--- src/rtl/chebyshev_pkg.sv ---
// Fixed-point format constants shared by the Chebyshev series evaluator.
package chebyshev_pkg;

    localparam int DEF_WL       = 4;
    localparam int DEF_CL       = 4;
    localparam int DEF_CF       = 2;
    localparam int DEF_WIDENING = 1;
    localparam int DEF_ORDER    = 3;

    localparam int OUT      = 2 * DEF_WL + DEF_CL + DEF_WIDENING;
    localparam int T_WL     = 2 * DEF_WL;
    localparam int T_FRAC   = 2 * DEF_WL - 2;
    localparam int OUT_FRAC = DEF_CF + 2 * DEF_WL - 2;

    localparam logic [T_WL-1:0] ONE_T = T_WL'(1) << T_FRAC;

endpackage

--- src/rtl/chebyshev_recurrence.sv ---
// Chebyshev polynomial recurrence: holds x, T_{k-1} and T_k in Q2.(2WL-2).
module chebyshev_recurrence
    import chebyshev_pkg::*;
#(
    parameter int WL = DEF_WL
) (
    input  logic              clock,
    input  logic              reset,
    input  logic              load,
    input  logic              step,
    input  logic [WL-1:0]     x_in,
    output logic [2*WL-1:0]   t_cur
);

    localparam int TW = 2 * WL;
    localparam int PW = 3 * WL;
    localparam logic [TW-1:0] ONE = TW'(1) << (TW - 2);

    logic [WL-1:0] x_q, x_d;
    logic [TW-1:0] t_prev_q, t_prev_d;
    logic [TW-1:0] t_cur_q, t_cur_d;
    logic signed [PW-1:0] prod;

    always_comb begin
        prod     = PW'($signed(x_q)) * PW'($signed(t_cur_q));
        x_d      = x_q;
        t_prev_d = t_prev_q;
        t_cur_d  = t_cur_q;
        if (load) begin
            x_d      = x_in;
            t_prev_d = ONE;
            t_cur_d  = TW'($signed(x_in)) << (WL - 1);
        end else if (step) begin
            // x*T has 3WL-3 fraction bits; dropping WL-2 of them also doubles it
            t_prev_d = t_cur_q;
            t_cur_d  = TW'(prod >>> (WL - 2)) - t_prev_q;
        end
    end

    always_ff @(posedge clock) begin
        if (reset) begin
            x_q      <= '0;
            t_prev_q <= '0;
            t_cur_q  <= '0;
        end else begin
            x_q      <= x_d;
            t_prev_q <= t_prev_d;
            t_cur_q  <= t_cur_d;
        end
    end

    assign t_cur = t_cur_q;

endmodule

--- src/rtl/chebyshev_computation_v2.sv ---
// Truncated Chebyshev series evaluator: one coefficient per clock, ORDER terms.
module chebyshev_computation_v2
    import chebyshev_pkg::*;
#(
    parameter int WL       = DEF_WL,
    parameter int CL       = DEF_CL,
    parameter int CF       = DEF_CF,
    parameter int WIDENING = DEF_WIDENING,
    parameter int ORDER    = DEF_ORDER
) (
    input  logic                         clock,
    input  logic                         reset,
    input  logic [WL-1:0]                data_in,
    input  logic [CL-1:0]                coeff_in,
    output logic [2*WL+CL+WIDENING-1:0]  data_out
);

    localparam int OW       = 2 * WL + CL + WIDENING;
    localparam int O_FRAC   = CF + 2 * WL - 2;
    localparam int KW       = $clog2(ORDER);
    localparam logic [KW-1:0] LAST = KW'(ORDER - 1);

    logic [KW-1:0] k_q, k_d;
    logic [OW-1:0] acc_q, acc_d;
    logic [OW-1:0] out_q, out_d;
    logic [2*WL-1:0] t_cur;
    logic [OW-1:0] term;
    logic first, last;

    assign first = (k_q == '0);
    assign last  = (k_q == LAST);

    chebyshev_recurrence #(
        .WL(WL)
    ) u_rec (
        .clock (clock),
        .reset (reset),
        .load  (first),
        .step  (!first && !last),
        .x_in  (data_in),
        .t_cur (t_cur)
    );

    always_comb begin
        term  = OW'($signed(coeff_in)) * OW'($signed(t_cur));
        acc_d = acc_q;
        out_d = out_q;
        k_d   = k_q + KW'(1);
        if (first) begin
            // c0*T0: align the coefficient to the output fraction point
            acc_d = OW'($signed(coeff_in)) << (O_FRAC - CF);
        end else if (last) begin
            out_d = acc_q + term;
            k_d   = '0;
        end else begin
            acc_d = acc_q + term;
        end
    end

    always_ff @(posedge clock) begin
        if (reset) begin
            k_q   <= '0;
            acc_q <= '0;
            out_q <= '0;
        end else begin
            k_q   <= k_d;
            acc_q <= acc_d;
            out_q <= out_d;
        end
    end

    assign data_out = out_q;

endmodule

--- config.mk ---
export PLATFORM = sky130hd
export DESIGN_NAME = chebyshev_computation_v2
export DESIGN_NICKNAME = d
export VERILOG_FILES = /design/src/rtl/chebyshev_pkg.sv /design/src/rtl/chebyshev_recurrence.sv /design/src/rtl/chebyshev_computation_v2.sv
export SDC_FILE = /design/constraint.sdc
export NUM_CORES = 1
export LEC_CHECK = 0
export ABC_CLOCK_PERIOD_IN_PS = 5500
export CAP_MARGIN = 20
export CORE_MARGIN = 2
export CORE_UTILIZATION = 56
export CTS_CLUSTER_SIZE = 16
export DETAILED_ROUTE_END_ITERATION = 16
export GPL_ROUTABILITY_DRIVEN = 0
export PLACE_DENSITY_LB_ADDON = 0.08
export SLEW_MARGIN = 20
export SYNTH_ARGS = -nofsm -noshare
export SYNTH_HDL_FRONTEND = slang
export SYNTH_SLANG_ARGS = --single-unit
export TNS_END_PERCENT = 20
--- constraint.sdc ---
create_clock -name clock -period 5.5 [get_ports clock]
set_input_delay 1.375 -clock clock [delete_from_list [all_inputs] [get_ports clock]]
set_output_delay 1.375 -clock clock [all_outputs]
set_load 0.01 [all_outputs]
==> summary.md <==
| Metric | Value |
|---|---|
| Status | complete, no violations |
| # setup viols final | 0 |
| Final period util | 99.4% |
| Cells after Synth | 533 |
| Port bufs | 22 |
| Vias in the first global route | 3927 |
| Drt initial violations | 113 |
| Max Cap Violations | 0 |
| Syn Std Cell Area | 4630 sq um |
| Worst hold endpoint | data_out[1] |
| ANT cells | 0 |
| Post-layout util | 67.9% |
| Horiz. Die Dim | 94.9 um |
| Die Area | 9010 sq um |
| Max_slew headroom | 28.2% |
| Boundary Pins | 23 |
| Drt via density | 5.50 |
| Die Y | 94.9 um |
| Ys async rst share | 0% |
| Max IR drop VDD | 0.000219 V |
| Final WS setup | 0.0350 ns |
| Final ANT Viol Nets | 0 |
| Worst Hold Depth | 2 |
| First-pass GRT wire length | 18.2 mm |
| RSZ-0062 raised after global routing | true |
| Final Power | 0.00227 W |
| Final min period | 5.46 ns |
| Place WS | -0.821 ns |
| Worst setup EP type | flop |
| Most frequent cells in the layout | 62 x buf_4, 49 x ha_1, 48 x dfxtp_1, 46 x nand2_1, 43 x inv_1 |
| CP max-delay cell | fa_1 |
| H-tree depth | 2 |
| Post-synthesis sequential area ratio | 20.7% |
| Commonest non-fill, non-tap cell in the layout | buf_4 |
| Static leakage | 2.49 nW |
| Syn Area/Cell | 8.69 sq um |
| Row Count | 33 |
| Worst path required time | 5.71 ns |
| Fmax | 0.183 GHz |
| CTS clk-pin slew, worst paths | 0.09 ns |
| Final Hold Fails | 0 |
| Largest net degree at the start of global routing | 47 |
| Register bit total from synthesis | 48 |
| Initial antenna violation count | 0 |
| Detailed Routing Iterations Pass 1 | 4 |
| R2R Setup Slk | 0.68 ns |
| CTS buffer count | 5 |
| Final Max Slew Viols | 0 |
| Pwr/cell area | 411 nW/um^2 |
| EDFF count, synth | 0 |
| Layout cells sized above 1 | 19.2% |
| Vias | 3844 |
| Synth warn | 0 |
| Area Overhead vs Synth | 19.3% |
| Clock latency on the worst-skew pair | 0.31 ns |
| Clk_skew | 0.00598 ns |
| CP Cell Sequence | buf_8 -> nand2_4 -> fa_1 -> fa_1 -> fa_1 -> inv_1 -> ha_2 -> inv_2 -> fa_2 -> nor2b_4 -> o21a_4 -> a311oi_4 -> a21oi_2 -> xnor2_2 -> ha_4 -> nand2_2 -> a21oi_2 -> nor3b_2 -> a41o_1 -> a21oi_2 -> xnor2_1 -> a211oi_1 |
| CTS root buf | clkbuf_8 |
| CP Launch Type | input pin |
| Worst Hold Launch | data_out[1] |
| Post-route setup TNS | 0 ns |
| DRC | 0 |
| Library cells used by synthesis | 52 |
| Overflow after GRT | 0 |
| Syn_nets | 630 |
| Total track usage | 25.8% |
| Initial Util | 56.9% |
| Critical path class | in2reg |
| DP HPWL | 8.28 mm |
| CORE AREA | 8130 sq um |
| Ys flop type | dfxtp_1 |
| DR WL/cell | 15.5 um |
| Bufs on Longest Clock Path | 2 |
| Worst reg2reg path startpoint | u_rec.t_cur[2] |
| Worst Path Arrival | 5.67 ns |
| Tightest Pin Transition | 1.08 ns |
| Min-delay worst type | reg2reg |
| Nets | 690 |
| CP max stage delay | 0.57 ns |
| Total clock sinks | 48 |
| R2r worst-path depth | 21 |
| Final WL | 10.8 mm |
| Crit path max fanout | 3 |
| CTS tree | yes |
| Capturing point of the worst reg2reg path | data_out[12] |
[layer usage]
metal	track usage [%]	vias to the layer above	wire length, um	part of all wire, %
met3	3.19	21	286	2.6
met2	47.0	59	5590	52
met5	0	-	0	0
li1	-	1896	-	-
met4	8.33	0	266	2.5
met1	31.5	1868	4690	43
[stage by stage]
step                hold slack (ns)  cells  area [sq um]
global route                  0.486    699          5530
global placement              0.441    689          5250
CTS                           0.461    699          5440
floorplan                     0.436    533          4650
finish                        0.456    699          5530
detailed placement            0.448    689          5250
[logic make-up (layout without fill, tap and decap cells)]
kind of cell               Yosys count  in the layout  synth area share, %
and+or+nand+nor                    170            170                 18.3
AOI/OAI and AO/OA                  108            108                 15.6
adders and majority gates           87             87                 28.8
buffers and inverters               76            137                 7.81
DFF                                 48             48                 20.7
xor gates and xnor gates            36             36                 6.97
muxes                                8              8                 1.73
[registers in the layout (all words and copies together), names as in the netlist]
register / count
u_rec.x_q: 4
acc_q: 13
data_out: 13
k_q: 2
u_rec.t_prev_q: 8
u_rec.t_cur: 8
[cells in the mapped netlist (all sizes together), types with 2 or more instances]
master | instances | area [sq um]
ha | 54 | 676
nand2 | 50 | 188
dfxtp | 48 | 961
inv | 44 | 165
nor2 | 42 | 158
a21oi | 40 | 208
fa | 33 | 661
xnor2 | 30 | 270
and2 | 29 | 181
clkbuf | 26 | 168
a211oi | 21 | 158
o21ai | 14 | 70.1
nor2b | 13 | 91.3
nand2b | 9 | 56.3
mux2i | 8 | 80.1
a21o | 7 | 52.6
nor3 | 6 | 30.0
o21bai | 6 | 45.0
xor2 | 6 | 52.6
buf | 5 | 25.0
nand3 | 5 | 25.0
a221oi | 4 | 35.0
o21a | 4 | 37.5
or2 | 4 | 25.0
nor3b | 3 | 22.5
and3b | 2 | 17.5
o31a | 2 | 17.5
[worst max-delay path by stage]
stage / cells after the start / from / endpoint / slack (ns)
after global routing: 22 / coeff_in[1] / data_out[12] / -0.14
after CTS: 22 / coeff_in[3] / data_out[12] / -0.007
after detailed placement: 22 / coeff_in[2] / data_out[12] / -0.82
after global placement: 22 / coeff_in[2] / acc_q[12] / -0.66
final: 22 / coeff_in[1] / data_out[12] / 0.04
after floorplan: 20 / coeff_in[1] / acc_q[11] / -0.08
[critical path: cells and delay by family]
| family | cells | cell delay, ns |
|---|---|---|
| buf+inv | 3 | 0.19 |
| simple gates | 4 | 0.21 |
| compound gates | 7 | 1.41 |
| fa+ha+maj | 6 | 2.20 |
| xor+xnor | 2 | 0.27 |
[report_power, final]
group / switching [W] / internal, W / total, W / leakage [nW]
Combinational: 0.000773 / 0.000829 / 0.00160 / 2.05
Clock: 0.000128 / 0.000103 / 0.000231 / 0.0516
Sequential: 0.0000502 / 0.000390 / 0.000440 / 0.393
[what timing repair did]
item,in CTS,in global routing
hold buffers,0,0
hold endpoints to repair,0,0
setup endpoints to repair,12,10
pin swaps,20,22
buffers inserted,2,0
resized for setup,30,17
[cell type report]
class / instances / area, sq um
timing repair buffer: 84 / 697
sequential: 48 / 961
inverter: 45 / 170
multi-input combinational: 409 / 3470
fill: 693 / 2610
clock inverter: 2 / 13.8
clock buffer: 6 / 82.6
tap: 105 / 131
(Power assumes the default switching activity.)
